<file path="src/rtl/port_match_collector_pkg.sv">
// Shared types and constants for the port-group unit and its downstream collector.
// PMC_PU_LATENCY must track the port-unit pipeline depth.
package port_match_collector_pkg;

    localparam int PG_AWIDTH      = 8;
    localparam int PMC_PU_LATENCY = 12;
    localparam int PMC_RULE_WIDTH = 16;

    typedef struct packed {
        logic [15:0] src_lo;
        logic [15:0] src_hi;
        logic [15:0] dst_lo;
        logic [15:0] dst_hi;
        logic        tcp_en;
        logic        udp_en;
    } pg_entry_t;

    typedef struct packed {
        logic [PMC_RULE_WIDTH-1:0] rule;
        logic                      hit;
        logic                      last;
    } pmc_entry_t;

endpackage

</file>
<file path="src/rtl/port_match_collector_fifo.sv">
// pmc_fifo: show-ahead synchronous FIFO of collector entries with an occupancy count.
// Head data reads as zero while empty so the outputs are clean straight out of reset.
module pmc_fifo
    import port_match_collector_pkg::*;
#(
    parameter type entry_t = pmc_entry_t,
    parameter int  DEPTH   = 32
) (
    input  logic                   clk,
    input  logic                   rst,
    input  logic                   push_i,
    input  entry_t                 push_data_i,
    input  logic                   pop_i,
    output entry_t                 head_o,
    output logic                   head_valid_o,
    output logic [$clog2(DEPTH):0] count_o
);
    localparam int AW = $clog2(DEPTH);

    entry_t        mem_q [DEPTH];
    logic [AW-1:0] wr_ptr_q, rd_ptr_q;
    logic [AW:0]   count_q, count_d;
    logic          empty, full, pop_ok;

    assign empty  = (count_q == '0);
    assign full   = (count_q == (AW+1)'(DEPTH));
    assign pop_ok = pop_i & ~empty;

    always_comb begin
        count_d = count_q;
        if (push_i && !pop_ok) begin
            count_d = count_q + (AW+1)'(1);
        end else if (!push_i && pop_ok) begin
            count_d = count_q - (AW+1)'(1);
        end
    end

    always_ff @(posedge clk or posedge rst) begin
        if (rst) begin
            wr_ptr_q <= '0;
            rd_ptr_q <= '0;
            count_q  <= '0;
        end else begin
            if (push_i) begin
                wr_ptr_q <= wr_ptr_q + AW'(1);
            end
            if (pop_ok) begin
                rd_ptr_q <= rd_ptr_q + AW'(1);
            end
            count_q <= count_d;
        end
    end

    always_ff @(posedge clk) begin
        if (push_i) begin
            mem_q[wr_ptr_q] <= push_data_i;
        end
    end

    assign head_o       = empty ? '0 : mem_q[rd_ptr_q];
    assign head_valid_o = ~empty;
    assign count_o      = count_q;

    // Credit admission upstream makes this unreachable; flag it if that ever breaks.
    a_no_push_when_full: assert property (@(posedge clk) disable iff (rst) !(push_i && full));

endmodule

</file>
<file path="src/rtl/port_match_collector.sv">
// port_match_collector: issues candidates to the port unit, re-aligns port_match through a
// fixed delay line and queues results with credit admission. Optional counters: PMC_STATS_EN.
module port_match_collector
    import port_match_collector_pkg::*;
#(
    parameter int RULE_WIDTH = 16,
    parameter int PU_LATENCY = PMC_PU_LATENCY,
    parameter int FIFO_DEPTH = 32
) (
    input  logic                  clk,
    input  logic                  rst,
    input  logic [RULE_WIDTH-1:0] in_rule_data,
    input  logic [PG_AWIDTH-1:0]  in_rule_pg,
    input  logic [15:0]           in_src_port,
    input  logic [15:0]           in_dst_port,
    input  logic                  in_tcp,
    input  logic                  in_rule_last,
    input  logic                  in_rule_valid,
    output logic                  in_rule_ready,
    output logic [PG_AWIDTH-1:0]  pu_pg,
    output logic                  pu_pg_valid,
    output logic [15:0]           pu_src_port,
    output logic [15:0]           pu_dst_port,
    output logic                  pu_tcp,
    input  logic                  pu_port_match,
    output logic [RULE_WIDTH-1:0] out_rule_data,
    output logic                  out_rule_hit,
    output logic                  out_rule_last,
    output logic                  out_rule_valid,
    input  logic                  out_rule_ready,
    output logic [31:0]           stat_rules_in,
    output logic [31:0]           stat_rules_hit
);
    localparam int CNT_W    = $clog2(FIFO_DEPTH) + 1;
    localparam int CREDIT_W = $clog2(FIFO_DEPTH + PU_LATENCY + 2);

    typedef struct packed {
        logic [RULE_WIDTH-1:0] rule;
        logic                  hit;
        logic                  last;
    } rule_entry_t;

    logic                  accept, retire, push;
    logic [CNT_W-1:0]      fifo_count;
    logic [CREDIT_W-1:0]   inflight_q, inflight_d, credit_used;
    rule_entry_t           push_entry, head_entry;

    logic                  pu_pg_valid_q;
    logic [PG_AWIDTH-1:0]  pu_pg_q;
    logic [15:0]           pu_src_q, pu_dst_q;
    logic                  pu_tcp_q;
    logic [RULE_WIDTH-1:0] issue_rule_q;
    logic                  issue_last_q;

    assign credit_used   = CREDIT_W'(fifo_count) + inflight_q;
    assign in_rule_ready = (credit_used < CREDIT_W'(FIFO_DEPTH));
    assign accept        = in_rule_valid & in_rule_ready;

    always_ff @(posedge clk or posedge rst) begin
        if (rst) begin
            pu_pg_valid_q <= 1'b0;
            pu_pg_q       <= '0;
            pu_src_q      <= '0;
            pu_dst_q      <= '0;
            pu_tcp_q      <= 1'b0;
            issue_rule_q  <= '0;
            issue_last_q  <= 1'b0;
        end else begin
            pu_pg_valid_q <= accept;
            if (accept) begin
                pu_pg_q      <= in_rule_pg;
                pu_src_q     <= in_src_port;
                pu_dst_q     <= in_dst_port;
                pu_tcp_q     <= in_tcp;
                issue_rule_q <= in_rule_data;
                issue_last_q <= in_rule_last;
            end
        end
    end

    assign pu_pg_valid = pu_pg_valid_q;
    assign pu_pg       = pu_pg_q;
    assign pu_src_port = pu_src_q;
    assign pu_dst_port = pu_dst_q;
    assign pu_tcp      = pu_tcp_q;

    // Stage 0 captures the issue register on the same edge the port unit samples it,
    // so the last stage lines up with pu_port_match.
    logic [PU_LATENCY-1:0] dl_valid_q, dl_valid_d;
    logic [PU_LATENCY-1:0] dl_last_q, dl_last_d;
    logic [RULE_WIDTH-1:0] dl_rule_q [PU_LATENCY];
    logic [RULE_WIDTH-1:0] dl_rule_d [PU_LATENCY];

    genvar gi;
    generate
        for (gi = 0; gi < PU_LATENCY; gi++) begin : g_dl
            if (gi == 0) begin : g_head
                assign dl_valid_d[gi] = pu_pg_valid_q;
                assign dl_last_d[gi]  = issue_last_q;
                assign dl_rule_d[gi]  = issue_rule_q;
            end else begin : g_tail
                assign dl_valid_d[gi] = dl_valid_q[gi-1];
                assign dl_last_d[gi]  = dl_last_q[gi-1];
                assign dl_rule_d[gi]  = dl_rule_q[gi-1];
            end
        end
    endgenerate

    always_ff @(posedge clk or posedge rst) begin
        if (rst) begin
            dl_valid_q <= '0;
        end else begin
            dl_valid_q <= dl_valid_d;
        end
    end

    always_ff @(posedge clk) begin
        dl_last_q <= dl_last_d;
        dl_rule_q <= dl_rule_d;
    end

    assign retire          = dl_valid_q[PU_LATENCY-1];
    assign push            = retire & (pu_port_match | dl_last_q[PU_LATENCY-1]);
    assign push_entry.rule = dl_rule_q[PU_LATENCY-1];
    assign push_entry.hit  = pu_port_match;
    assign push_entry.last = dl_last_q[PU_LATENCY-1];

    always_comb begin
        inflight_d = inflight_q;
        if (accept && !retire) begin
            inflight_d = inflight_q + CREDIT_W'(1);
        end else if (!accept && retire) begin
            inflight_d = inflight_q - CREDIT_W'(1);
        end
    end

    always_ff @(posedge clk or posedge rst) begin
        if (rst) begin
            inflight_q <= '0;
        end else begin
            inflight_q <= inflight_d;
        end
    end

    pmc_fifo #(
        .entry_t (rule_entry_t),
        .DEPTH   (FIFO_DEPTH)
    ) u_fifo (
        .clk          (clk),
        .rst          (rst),
        .push_i       (push),
        .push_data_i  (push_entry),
        .pop_i        (out_rule_ready),
        .head_o       (head_entry),
        .head_valid_o (out_rule_valid),
        .count_o      (fifo_count)
    );

    assign out_rule_data = head_entry.rule;
    assign out_rule_hit  = head_entry.hit;
    assign out_rule_last = head_entry.last;

`ifdef PMC_STATS_EN
    logic [31:0] stat_in_q, stat_hit_q;

    always_ff @(posedge clk or posedge rst) begin
        if (rst) begin
            stat_in_q  <= '0;
            stat_hit_q <= '0;
        end else begin
            if (accept) begin
                stat_in_q <= stat_in_q + 32'd1;
            end
            if (push && pu_port_match) begin
                stat_hit_q <= stat_hit_q + 32'd1;
            end
        end
    end

    assign stat_rules_in  = stat_in_q;
    assign stat_rules_hit = stat_hit_q;
`else
    assign stat_rules_in  = '0;
    assign stat_rules_hit = '0;
`endif

endmodule

</file>
<file path="config.mk">
export PLATFORM = sky130hd
export DESIGN_NAME = port_match_collector
export DESIGN_NICKNAME = d
export VERILOG_FILES = /design/src/rtl/port_match_collector_pkg.sv /design/src/rtl/port_match_collector_fifo.sv /design/src/rtl/port_match_collector.sv
export SDC_FILE = /design/constraint.sdc
export NUM_CORES = 1
export LEC_CHECK = 0
export BUFFER_PORTS_ARGS = -buffer_cell sky130_fd_sc_hd__buf_2
export CAP_MARGIN = 5
export CELL_PAD_IN_SITES_DETAIL_PLACEMENT = 0
export CELL_PAD_IN_SITES_GLOBAL_PLACEMENT = 1
export CORE_ASPECT_RATIO = 1.75
export CORE_MARGIN = 5
export CORE_UTILIZATION = 47
export CTS_BUF_LIST = sky130_fd_sc_hd__clkbuf_16
export CTS_CLUSTER_DIAMETER = 30
export CTS_CLUSTER_SIZE = 10
export DETAILED_ROUTE_END_ITERATION = 7
export MAX_ROUTING_LAYER = met4
export PLACE_DENSITY_LB_ADDON = 0.2
export SLEW_MARGIN = 20
export SYNTH_ARGS = -nofsm -noshare
export SYNTH_HDL_FRONTEND = slang
export SYNTH_HIERARCHICAL = 1
export SYNTH_SLANG_ARGS = --single-unit
</file>
<file path="constraint.sdc">
create_clock -name clk -period 3 [get_ports clk]
set_input_delay 0.6 -clock clk [delete_from_list [all_inputs] [get_ports clk]]
set_output_delay 0.6 -clock clk [all_outputs]
set_load 0.005 [all_outputs]
</file>
==> results of run 1 <==
==> kinds of logic (layout without fill, tap and decap cells) <==
group                    after synthesis  in the layout  synth area share [%]
flip-flops                           873            873                  77.7
AO/OA/AOI/OAI                        136            136                  3.43
adder cells (fa/ha/maj)               21             21                 0.910
AND/OR/NAND/NOR                      109            109                  1.67
multiplexers                         243            243                  12.8
other                                  1             64                0.0123
buffers and inverters                144            475                  2.98
XOR/XNOR                              17             17                 0.488
==> layer usage <==
metal	share of wire, %	global-route usage (%)
met5	0	-
met1	35	20.0
met3	4.6	3.16
met2	57	34.5
met4	3.2	7.61
==> layout make-up <==
class                           count  area [um2]  area share (%)
Clock buffer                      118        2950            7.94
Clock inverter                     88         891            2.39
Inverter                            8        33.8          0.0908
Multi-Input combinational cell    590        6520            17.5
Sequential cell                   873       23700            63.8
Tap cell                          812        1020            2.73
Timing Repair Buffer              261        2070            5.57
==> state kept, by name (all words and copies together), names as in the netlist <==
signal,count
u_fifo/mem_q,576
dl_valid_q,12
pu_pg_valid,1
pu_tcp,1
pu_src_port,16
dl_rule_q,16
u_fifo/wr_ptr_q,5
dl_last_q,12
u_fifo/count_o,6
issue_last_q,1
pu_dst_port,16
pu_pg,8
inflight_q,6
issue_rule_q,16
dl_rule_d,176
u_fifo/rd_ptr_q,5
==> how the worst max path moves through the flow <==
| stage | start | end | cells after the start |
|---|---|---|---|
| 2_1_floorplan | inflight_q[2] | inflight_q[5] | 15 |
| 5_1_grt | u_fifo/rd_ptr_q[0] | out_rule_data[4] | 9 |
| 3_3_place_gp | u_fifo/rd_ptr_q[0] | out_rule_data[13] | 6 |
| 6_report | u_fifo/rd_ptr_q[0] | out_rule_data[2] | 10 |
| 4_1_cts | u_fifo/rd_ptr_q[0] | out_rule_data[13] | 8 |
| 3_5_place_dp | u_fifo/rd_ptr_q[0] | out_rule_data[4] | 7 |
==> critical path: stages (launching register included) <==
cell and delay (ns):
sky130_fd_sc_hd__dfrtp_4 0.52, sky130_fd_sc_hd__buf_12 0.17, sky130_fd_sc_hd__buf_16 0.15, sky130_fd_sc_hd__buf_8 0.12
sky130_fd_sc_hd__buf_12 0.11, sky130_fd_sc_hd__mux4_2 0.42, sky130_fd_sc_hd__a22o_1 0.23, sky130_fd_sc_hd__a211oi_2 0.18
sky130_fd_sc_hd__buf_4 0.15, sky130_fd_sc_hd__nor3_1 0.05, sky130_fd_sc_hd__buf_2 0.16
==> power by group <==
group / internal (mW) / switching [mW]
sequential: 16.4 / 1.78
clock: 8.33 / 5.00
combinational: 5.73 / 5.46
==> cells in the mapped netlist (4+ instances only) <==
| cell | number | area [um2] |
|---|---|---|
| sky130_fd_sc_hd__mux4_2 | 109 | 2450 |
| sky130_fd_sc_hd__buf_2 | 16 | 80.1 |
| sky130_fd_sc_hd__mux2_2 | 53 | 597 |
| sky130_fd_sc_hd__a22o_1 | 35 | 307 |
| sky130_fd_sc_hd__mux2_4 | 9 | 135 |
| sky130_fd_sc_hd__dfxtp_1 | 204 | 4080 |
| sky130_fd_sc_hd__nor4_1 | 5 | 31.3 |
| sky130_fd_sc_hd__o221ai_1 | 17 | 149 |
| sky130_fd_sc_hd__buf_4 | 74 | 556 |
| sky130_fd_sc_hd__nor2_1 | 41 | 154 |
| sky130_fd_sc_hd__ha_1 | 19 | 238 |
| sky130_fd_sc_hd__mux2i_1 | 72 | 721 |
| sky130_fd_sc_hd__o22ai_1 | 18 | 113 |
| sky130_fd_sc_hd__buf_6 | 8 | 90.1 |
| sky130_fd_sc_hd__a2111oi_0 | 18 | 158 |
| sky130_fd_sc_hd__a21o_1 | 5 | 37.5 |
| sky130_fd_sc_hd__nor3_1 | 17 | 85.1 |
| sky130_fd_sc_hd__edfxtp_1 | 576 | 17300 |
| sky130_fd_sc_hd__inv_1 | 8 | 30.0 |
| sky130_fd_sc_hd__a211oi_1 | 20 | 150 |
| sky130_fd_sc_hd__nand3_1 | 4 | 20.0 |
| sky130_fd_sc_hd__xnor2_1 | 12 | 105 |
| sky130_fd_sc_hd__xor2_1 | 5 | 43.8 |
| sky130_fd_sc_hd__nand2_1 | 22 | 82.6 |
| sky130_fd_sc_hd__clkbuf_1 | 34 | 128 |
| sky130_fd_sc_hd__a21oi_1 | 6 | 30.0 |
| sky130_fd_sc_hd__o21ai_0 | 11 | 55.1 |
| sky130_fd_sc_hd__dfrtp_1 | 93 | 2330 |
==> metrics by stage <==
step | setup TNS, ns | hold slack, ns | std cells | total power [mW] | util (%)
final | -8.57 | 0.146 | 2750 | 42.7 | 57.8
after global routing | -10.35 | 0.120 | 2750 | 44.8 | 57.8
after CTS | -9.48 | 0.0863 | 2727 | 42.5 | 57.1
after detailed placement | -0.0186 | 0.312 | 2512 | 28.5 | 50.6
after global placement | 0 | 0.310 | 2512 | 28.2 | 50.6
after floorplan | -0.0290 | 0.310 | 1607 | 24.2 | -
==> repair_timing <==
item,in CTS,in global routing
pin swaps,1,6
buffers inserted,7,20
hold buffers,1,0
cloned,1,3
setup endpoints to repair,18,19
endpoints found under the hold margin,18,0
resized for setup,45,39
==> impl_summary.log, run 1 <==
INFO  metric status = finished, violations left
INFO  metric failed_checks = negative setup slack
INFO  metric initial_utilization = 47.4%
INFO  metric power_leakage = 13.7 nW
INFO  metric synth-async-reset-ratio = 10.7%
INFO  metric finalSetupViolations = 18
INFO  metric synth_flop_cell = sky130_fd_sc_hd__edfxtp_1
INFO  metric insertion_delay = 0.68 ns
INFO  metric regToRegStartpoint = u_fifo/count_o[2]
INFO  metric worst_slew_pin_slew = 1.06 ns
INFO  metric post_drt_wl_per_cell = 23.2 um
INFO  metric grt_start_max_net_pins = 60
INFO  metric worst-r2r-cell-count = 12
INFO  metric tritoncts_num_sinks = 873
INFO  metric flow.area_growth_from_synthesis = 22.0%
INFO  metric detailed_place_hpwl = 40700 um
INFO  metric finalNetCount = 1935
INFO  metric synth_cells = 1544
INFO  metric share_of_cells_above_drive_strength_1 = 33.8%
INFO  metric hold_viol_final = 0
INFO  metric top_library_cells_by_usage_in_the_layout_fill_and_taps_aside = sky130_fd_sc_hd__edfxtp_1 (576), sky130_fd_sc_hd__dfxtp_1 (198), sky130_fd_sc_hd__buf_2 (124), sky130_fd_sc_hd__clkbuf_16 (121), sky130_fd_sc_hd__mux4_2 (109)
INFO  metric mappedNetlistArea = 30500 um2
INFO  metric vias_in_the_first_global_route = 16137
INFO  metric synth.distinct_cells = 47
INFO  metric biggest_fanout_along_the_worst_timing_path = 6
INFO  metric gp_congestion = 0.788
INFO  metric power.density = 1150 nW/um2
INFO  metric top_level_ports = 189
INFO  metric number_of_synthesized_flops_with_an_enable_pin = 576
INFO  metric die_area = 70300 um2
INFO  metric floorplan_die_width = 203 um
INFO  metric placed_cell_area = 32600 um2
INFO  metric globalRouteOverflowTotal = 0
INFO  metric iteration_0_drc_count_of_the_detailed_router = 728
INFO  metric min-delay-path-class = in -> reg
INFO  metric timing.clock.skew = 0.0222 ns
INFO  metric arrival = 2.96 ns
INFO  metric clk_pin_slew_worst_paths = 0.06 ns
INFO  metric seq_area_frac_synth = 77.7%
INFO  metric ys_warn_count = 6
INFO  metric hold_end = issue_rule_q[2]
INFO  metric avgViaCountPerCell = 5.37
INFO  metric routed-via-count = 14756
INFO  metric antennaDiodeCount = 0
INFO  metric clock.fmax = 281 MHz
INFO  metric post_layout_instance_area = 37200 um2
INFO  metric global_route_wire_length_before_repair = 97000 um
INFO  metric post-route-drc-count = 0
INFO  metric post_drt_antenna_nets = 0
INFO  metric maxCapViolCount = 0
INFO  metric placement.io_buffers = 124
INFO  metric max_slew_margin = 29.3%
INFO  metric globalRouteTotalUtil = 18.8%
INFO  metric worst-setup-path-type = reg -> out
INFO  metric hold_depth = 2
INFO  metric finalCritPeriodShare = 119%
INFO  metric fillers = 4890
INFO  metric root_buffer = sky130_fd_sc_hd__clkbuf_16
INFO  metric setup.worst_path.start_class = flop
INFO  metric critical_path.reg2reg.endpoint = inflight_q[4]
INFO  metric yosys_register_bits = 873
INFO  metric antenna_violations_before_repair = 0
INFO  metric critical_path_required = 2.40 ns
INFO  metric die_outline_height = 347 um
INFO  metric rsz0062_at_grt = yes
INFO  metric core = 64300 um2
INFO  metric final_common_cell = sky130_fd_sc_hd__edfxtp_1
INFO  metric timing.critical_path.to_type = output port
INFO  metric min_from = in_rule_data[2]
INFO  metric routed_wirelength = 63800 um
INFO  metric detailedRoute.firstPassIterationCount = 4
INFO  metric drv_slew = 0
INFO  metric worst_slack = -0.558 ns
INFO  metric cts_htree_levels = 3
INFO  metric layout_min_cycle_time = 3.56 ns
INFO  metric avgSynthCellArea = 19.8 um2
INFO  metric placementRows = 123
INFO  metric tritoncts_buffers = 117
INFO  metric r2r_setup_slack = 0.11 ns
INFO  metric pre_cts_ws = -0.0106 ns
INFO  metric worst_ir_drop_vdd = 1.07 mV
INFO  metric clock_path_buffers = 3
INFO  metric tritoncts = yes
No activity file was read; power rests on OpenSTA's default activity.
==> run 2, diff against run 1 <==
--- a/config.mk
+++ b/config.mk
@@ -7,7 +7,7 @@
 export LEC_CHECK = 0
 export BUFFER_PORTS_ARGS = -buffer_cell sky130_fd_sc_hd__buf_2
 export CAP_MARGIN = 5
-export CELL_PAD_IN_SITES_DETAIL_PLACEMENT = 0
+export CELL_PAD_IN_SITES_DETAIL_PLACEMENT = 1
 export CELL_PAD_IN_SITES_GLOBAL_PLACEMENT = 1
 export CORE_ASPECT_RATIO = 1.75
 export CORE_MARGIN = 5
==> impl_summary.log, run 2 (synthesized netlist as in run 1, its figures left out) <==
INFO  metric globalRouteOverflowTotal = 0
INFO  metric setup.worst_path.start_class = flop
INFO  metric power_leakage = 13.6 nW
INFO  metric worst_ir_drop_vdd = 0.801 mV
INFO  metric die_area = 70300 um2
INFO  metric status = finished, violations left
INFO  metric post_drt_wl_per_cell = 24.8 um
INFO  metric die_outline_height = 347 um
INFO  metric hold_slack = 0.157 ns
INFO  metric root_buffer = sky130_fd_sc_hd__clkbuf_16
INFO  metric final_core_utilization = 57.8%
INFO  metric core = 64300 um2
INFO  metric timing.critical_path.to_type = output port
INFO  metric cts_htree_levels = 3
INFO  metric arrival = 2.91 ns
INFO  metric top_library_cells_by_usage_in_the_layout_fill_and_taps_aside = sky130_fd_sc_hd__edfxtp_1 (576), sky130_fd_sc_hd__dfxtp_1 (195), sky130_fd_sc_hd__buf_2 (123), sky130_fd_sc_hd__clkbuf_16 (119), sky130_fd_sc_hd__mux4_2 (109)
INFO  metric layout_min_cycle_time = 3.51 ns
INFO  metric gp_congestion = 0.788
INFO  metric detailed_place_hpwl = 43600 um
INFO  metric power.density = 1150 nW/um2
INFO  metric post-route-drc-count = 0
INFO  metric final_common_cell = sky130_fd_sc_hd__edfxtp_1
INFO  metric detailedRoute.firstPassIterationCount = 7
INFO  metric insertion_delay = 0.68 ns
INFO  metric dpl_cells = 2512
INFO  metric cpPeakStageDelay = 0.50 ns
INFO  metric max_slew_margin = 29.3%
INFO  metric flow.area_growth_from_synthesis = 22.0%
INFO  metric antenna_violations_before_repair = 0
INFO  metric top_level_ports = 189
INFO  metric avgViaCountPerCell = 5.43
INFO  metric placementRows = 123
INFO  metric antennaDiodeCount = 0
INFO  metric drv_slew = 0
INFO  metric worstPathCellList = buf_12, buf_12, buf_4, mux4_2, a22o_1, a211oi_4, buf_6, nor3_1, buf_2
INFO  metric post_layout_instance_area = 37200 um2
INFO  metric timing.clock.skew = 0.0245 ns
INFO  metric rsz0062_at_grt = yes
INFO  metric tritoncts_num_sinks = 873
INFO  metric finalNetCount = 1941
INFO  metric clock_path_buffers = 3
INFO  metric tritoncts_buffers = 118
INFO  metric clk_pin_slew_worst_paths = 0.05 ns
INFO  metric hold_viol_final = 0
INFO  metric fin_tns_setup = -7.58 ns
INFO  metric placed_cell_area = 32600 um2
INFO  metric power.total = 42.8 mW
INFO  metric worst_slack = -0.505 ns
INFO  metric largest_reg_flops = 576
INFO  metric routed_wirelength = 68400 um
INFO  metric finalSetupViolations = 18
INFO  metric biggest_fanout_along_the_worst_timing_path = 8
INFO  metric iteration_0_drc_count_of_the_detailed_router = 681
INFO  metric finalCritPeriodShare = 117%
INFO  metric critical_path_required = 2.40 ns
INFO  metric initial_utilization = 47.4%
INFO  metric min-delay-path-class = in -> reg
INFO  metric vias_in_the_first_global_route = 16842
INFO  metric failed_checks = negative setup slack
INFO  metric cp_common_cell = sky130_fd_sc_hd__buf_12
INFO  metric pre_cts_ws = -0.0283 ns
INFO  metric global_route_wire_length_before_repair = 104000 um
INFO  metric tritoncts = yes
INFO  metric routed-via-count = 14966
INFO  metric grt_start_max_net_pins = 60
INFO  metric placement.io_buffers = 124
INFO  metric registers.top_by_ff_count = u_fifo/mem_q
INFO  metric globalRouteTotalUtil = 20.1%
INFO  metric final_cell_count_no_fill = 2758
INFO  metric worst_slew_pin_slew = 1.06 ns
INFO  metric critical_path.slowest_cell = sky130_fd_sc_hd__dfrtp_4
INFO  metric post_drt_antenna_nets = 0
INFO  metric floorplan_die_width = 203 um
INFO  metric maxCapViolCount = 0
INFO  metric share_of_cells_above_drive_strength_1 = 34.5%
INFO  metric worst-setup-path-type = reg -> out
INFO  metric clock.fmax = 285 MHz
[run 2: metal layers]
layer / up-vias / part of all wire, % / track usage [%]
met4: 0 / 2.7 / 7.70
met2: 413 / 58 / 37.7
met1: 7863 / 35 / 21.1
met3: 103 / 4.4 / 3.33
li1: 6587 / - / -
met5: - / 0 / -
[run 2: layout make-up]
type	instances	area, um2
Sequential cell	873	23700
Tap cell	812	1020
Inverter	8	33.8
Multi-Input combinational cell	590	6620
Clock inverter	91	733
Timing Repair Buffer	266	2130
Fill cell	5617	27100
Clock buffer	118	2950
[run 2: worst max-delay path: cells and delay by family (launching register included)]
family	cells	cell delay, ns
buffers and inverters	5	0.77
and+or+nand+nor	1	0.05
muxes	1	0.41
AOI/OAI and AO/OA	2	0.47
DFF	1	0.50
[run 2: where the power goes]
| group | internal (mW) | switching, mW | total [mW] |
|---|---|---|---|
| Sequential | 16.4 | 1.84 | 18.3 |
| Combinational | 5.93 | 5.75 | 11.7 |
| Clock | 7.88 | 4.95 | 12.8 |
| Total | 30.2 | 12.5 | 42.8 |
[run 2: path summary, 6_finish.rpt]
kind / start / to / slack, ns / depth (start not counted)
min in group asynchronous: rst / pu_src_port[7] / 0.47 / 3
worst max-delay path: u_fifo/rd_ptr_q[0] / out_rule_data[6] / -0.51 / 9
max in group asynchronous: rst / u_fifo/rd_ptr_q[0] / 1.81 / 3
worst max register to register: u_fifo/count_o[2] / inflight_q[5] / 0.15 / 12
worst min-delay path: in_rule_data[15] / issue_rule_q[15] / 0.16 / 2
worst min register to register: dl_rule_d[150] / dl_rule_d[134] / 0.31 / 0
[run 2: repair_timing]
| action | CTS | global route |
|---|---|---|
| pin swaps | 14 | 16 |
| hold endpoints to repair | 18 | 0 |
| hold buffers | 1 | 0 |
| gates resized for setup | 83 | 25 |
| cloned | 3 | 1 |
| endpoints found under the setup margin | 18 | 21 |
| buffers inserted | 17 | 15 |
==> run 3, diff against run 2 <==
--- a/config.mk
+++ b/config.mk
@@ -5,17 +5,18 @@
 export SDC_FILE = /design/constraint.sdc
 export NUM_CORES = 1
 export LEC_CHECK = 0
-export BUFFER_PORTS_ARGS = -buffer_cell sky130_fd_sc_hd__buf_2
 export CAP_MARGIN = 5
 export CELL_PAD_IN_SITES_DETAIL_PLACEMENT = 1
 export CELL_PAD_IN_SITES_GLOBAL_PLACEMENT = 1
 export CORE_ASPECT_RATIO = 1.75
 export CORE_MARGIN = 5
-export CORE_UTILIZATION = 47
+export CORE_UTILIZATION = 49
 export CTS_BUF_LIST = sky130_fd_sc_hd__clkbuf_16
 export CTS_CLUSTER_DIAMETER = 30
 export CTS_CLUSTER_SIZE = 10
 export DETAILED_ROUTE_END_ITERATION = 7
+export DONT_BUFFER_PORTS = 1
+export GPL_TIMING_DRIVEN = 0
 export MAX_ROUTING_LAYER = met4
 export PLACE_DENSITY_LB_ADDON = 0.2
 export SLEW_MARGIN = 20
==> impl_summary.log, run 3 (synthesized netlist as in run 1, its figures left out) <==
INFO  metric power_leakage = 13.5 nW
INFO  metric hold_slack = 0.0506 ns
INFO  metric placement.io_buffers = 0
INFO  metric iteration_0_drc_count_of_the_detailed_router = 1055
INFO  metric max_slew_margin = 30.2%
INFO  metric gp_congestion = 0.816
INFO  metric biggest_fanout_along_the_worst_timing_path = 9
INFO  metric worst_slack = -0.626 ns
INFO  metric clock_path_buffers = 3
INFO  metric tritoncts_buffers = 118
INFO  metric fin_tns_setup = -8.98 ns
INFO  metric tritoncts = yes
INFO  metric seq_power_share = 42.8%
INFO  metric arrival = 3.03 ns
INFO  metric flow.area_growth_from_synthesis = 23.0%
INFO  metric routed-via-count = 15176
INFO  metric final_core_utilization = 60.6%
INFO  metric core = 61900 um2
INFO  metric min-delay-path-class = in -> reg
INFO  metric finalNetCount = 1876
INFO  metric root_buffer = sky130_fd_sc_hd__clkbuf_16
INFO  metric insertion_delay = 0.70 ns
INFO  metric power.density = 1160 nW/um2
INFO  metric power.share.clock = 30.1%
INFO  metric antennaDiodeCount = 0
INFO  metric final_common_cell = sky130_fd_sc_hd__edfxtp_1
INFO  metric placementRows = 121
INFO  metric post-route-drc-count = 0
INFO  metric power_frac_comb = 27.2%
INFO  metric avgViaCountPerCell = 5.66
INFO  metric largest_reg_flops = 576
INFO  metric initial_utilization = 49.3%
INFO  metric timing.critical_path.to_type = output port
INFO  metric worst_slew_pin_slew = 1.05 ns
INFO  metric critical_path_required = 2.40 ns
INFO  metric fillers = 5300
INFO  metric registers.top_by_ff_count = u_fifo/mem_q
INFO  metric floorplan_die_width = 199 um
INFO  metric detailed_place_hpwl = 44800 um
INFO  metric finalSetupViolations = 18
INFO  metric worst_ir_drop_vdd = 0.694 mV
INFO  metric power.switching_fraction = 31.3%
INFO  metric timing.clock.skew = 0.0475 ns
INFO  metric r2r_setup_slack = 0.16 ns
INFO  metric routed_wirelength = 74800 um
INFO  metric drv_slew = 0
INFO  metric globalRouteOverflowTotal = 0
INFO  metric clock.fmax = 276 MHz
INFO  metric hold_viol_final = 0
INFO  metric global_route_wire_length_before_repair = 110000 um
INFO  metric worst-setup-path-type = reg -> out
INFO  metric cts_htree_levels = 3
INFO  metric setup.worst_path.start_class = flop
INFO  metric p_int = 30.0 mW
INFO  metric detailedRoute.firstPassIterationCount = 5
INFO  metric rsz0062_at_grt = yes
INFO  metric pre_cts_ws = -0.755 ns
INFO  metric vias_in_the_first_global_route = 16848
INFO  metric post_drt_wl_per_cell = 27.9 um
INFO  metric die_area = 67600 um2
INFO  metric failed_checks = negative setup slack
INFO  metric die_outline_height = 340 um
INFO  metric clk_pin_slew_worst_paths = 0.06 ns
INFO  metric post_drt_antenna_nets = 0
INFO  metric layout_min_cycle_time = 3.63 ns
INFO  metric share_of_cells_above_drive_strength_1 = 35.5%
INFO  metric finalCritPeriodShare = 121%
INFO  metric globalRouteTotalUtil = 22.7%
INFO  metric status = finished, violations left
INFO  metric grt_start_max_net_pins = 50
INFO  metric maxCapViolCount = 0
INFO  metric tritoncts_num_sinks = 873
INFO  metric antenna_violations_before_repair = 0
INFO  metric power_switching = 13.7 mW
INFO  metric top_level_ports = 189
INFO  metric top_library_cells_by_usage_in_the_layout_fill_and_taps_aside = sky130_fd_sc_hd__edfxtp_1 (576), sky130_fd_sc_hd__dfxtp_1 (188), sky130_fd_sc_hd__clkbuf_16 (118), sky130_fd_sc_hd__mux4_2 (109), sky130_fd_sc_hd__buf_4 (104)
==> run 3: worst paths after layout <==
path | depth (start not counted) | start | to
setup / recovery | 6 | u_fifo/rd_ptr_q[0] | out_rule_data[10]
hold / removal | 0 | pu_port_match | u_fifo/mem_q[6][1]
setup reg to reg | 12 | u_fifo/count_o[4] | u_fifo/count_o[5]
hold reg to reg | 0 | dl_rule_d[132] | dl_rule_d[116]
max in group asynchronous | 2 | rst | u_fifo/count_o[1]
min in group asynchronous | 2 | rst | issue_rule_q[4]
==> run 3: metrics by stage <==
step,instance area [um2],power [mW],instances
CTS,37100,43.2,2668
floorplan,30800,24.2,1607
detailed placement,32300,28.5,2429
global route,37500,45.5,2680
finish,37500,43.6,2680
global placement,31800,27.5,2406
==> run 3: power groups by stage <==
stage	logic [mW]	clock network, mW	registers [mW]
finish	11.9	13.1	18.7
global route	12.4	14.1	19.0
CTS	11.1	13.4	18.7
detailed placement	9.61	0	18.9
global placement	8.94	0	18.6
floorplan	6.54	0	17.7
==> run 3: per-layer routing <==
metal | vias to the layer above | part of all wire [%] | GRT usage [%]
li1 | 6447 | - | -
met1 | 8073 | 36 | 25.2
met2 | 531 | 56 | 40.0
met3 | 125 | 4.8 | 3.67
met4 | 0 | 4.1 | 10.2
met5 | - | 0 | -
==> run 3: what timing repair did <==
item	CTS	global route
hold buffers	4	2
endpoints found under the setup margin	604	136
pin swaps	30	25
gates resized for setup	162	63
endpoints found under the hold margin	48	9
buffers inserted	28	11
cloned	1	0
==> run 3: area by class of cell <==
class | instances | area [um2] | area share [%]
Inverter | 8 | 37.5 | 0.100
Buffer | 132 | 1100 | 2.94
Clock buffer | 118 | 2950 | 7.87
Clock inverter | 91 | 812 | 2.16
Multi-Input combinational cell | 590 | 7120 | 19.0
Tap cell | 799 | 1000 | 2.66
Timing Repair Buffer | 69 | 774 | 2.06
Sequential cell | 873 | 23700 | 63.2
==> run 3: critical path, cell delays in order (launching register included) <==
cell and delay [ns]:
sky130_fd_sc_hd__dfrtp_1 0.41, sky130_fd_sc_hd__buf_12 0.18, sky130_fd_sc_hd__buf_12 0.16, sky130_fd_sc_hd__mux4_2 0.53, sky130_fd_sc_hd__a22o_4 0.30, sky130_fd_sc_hd__a2111oi_4 0.60
sky130_fd_sc_hd__nor3_2 0.14
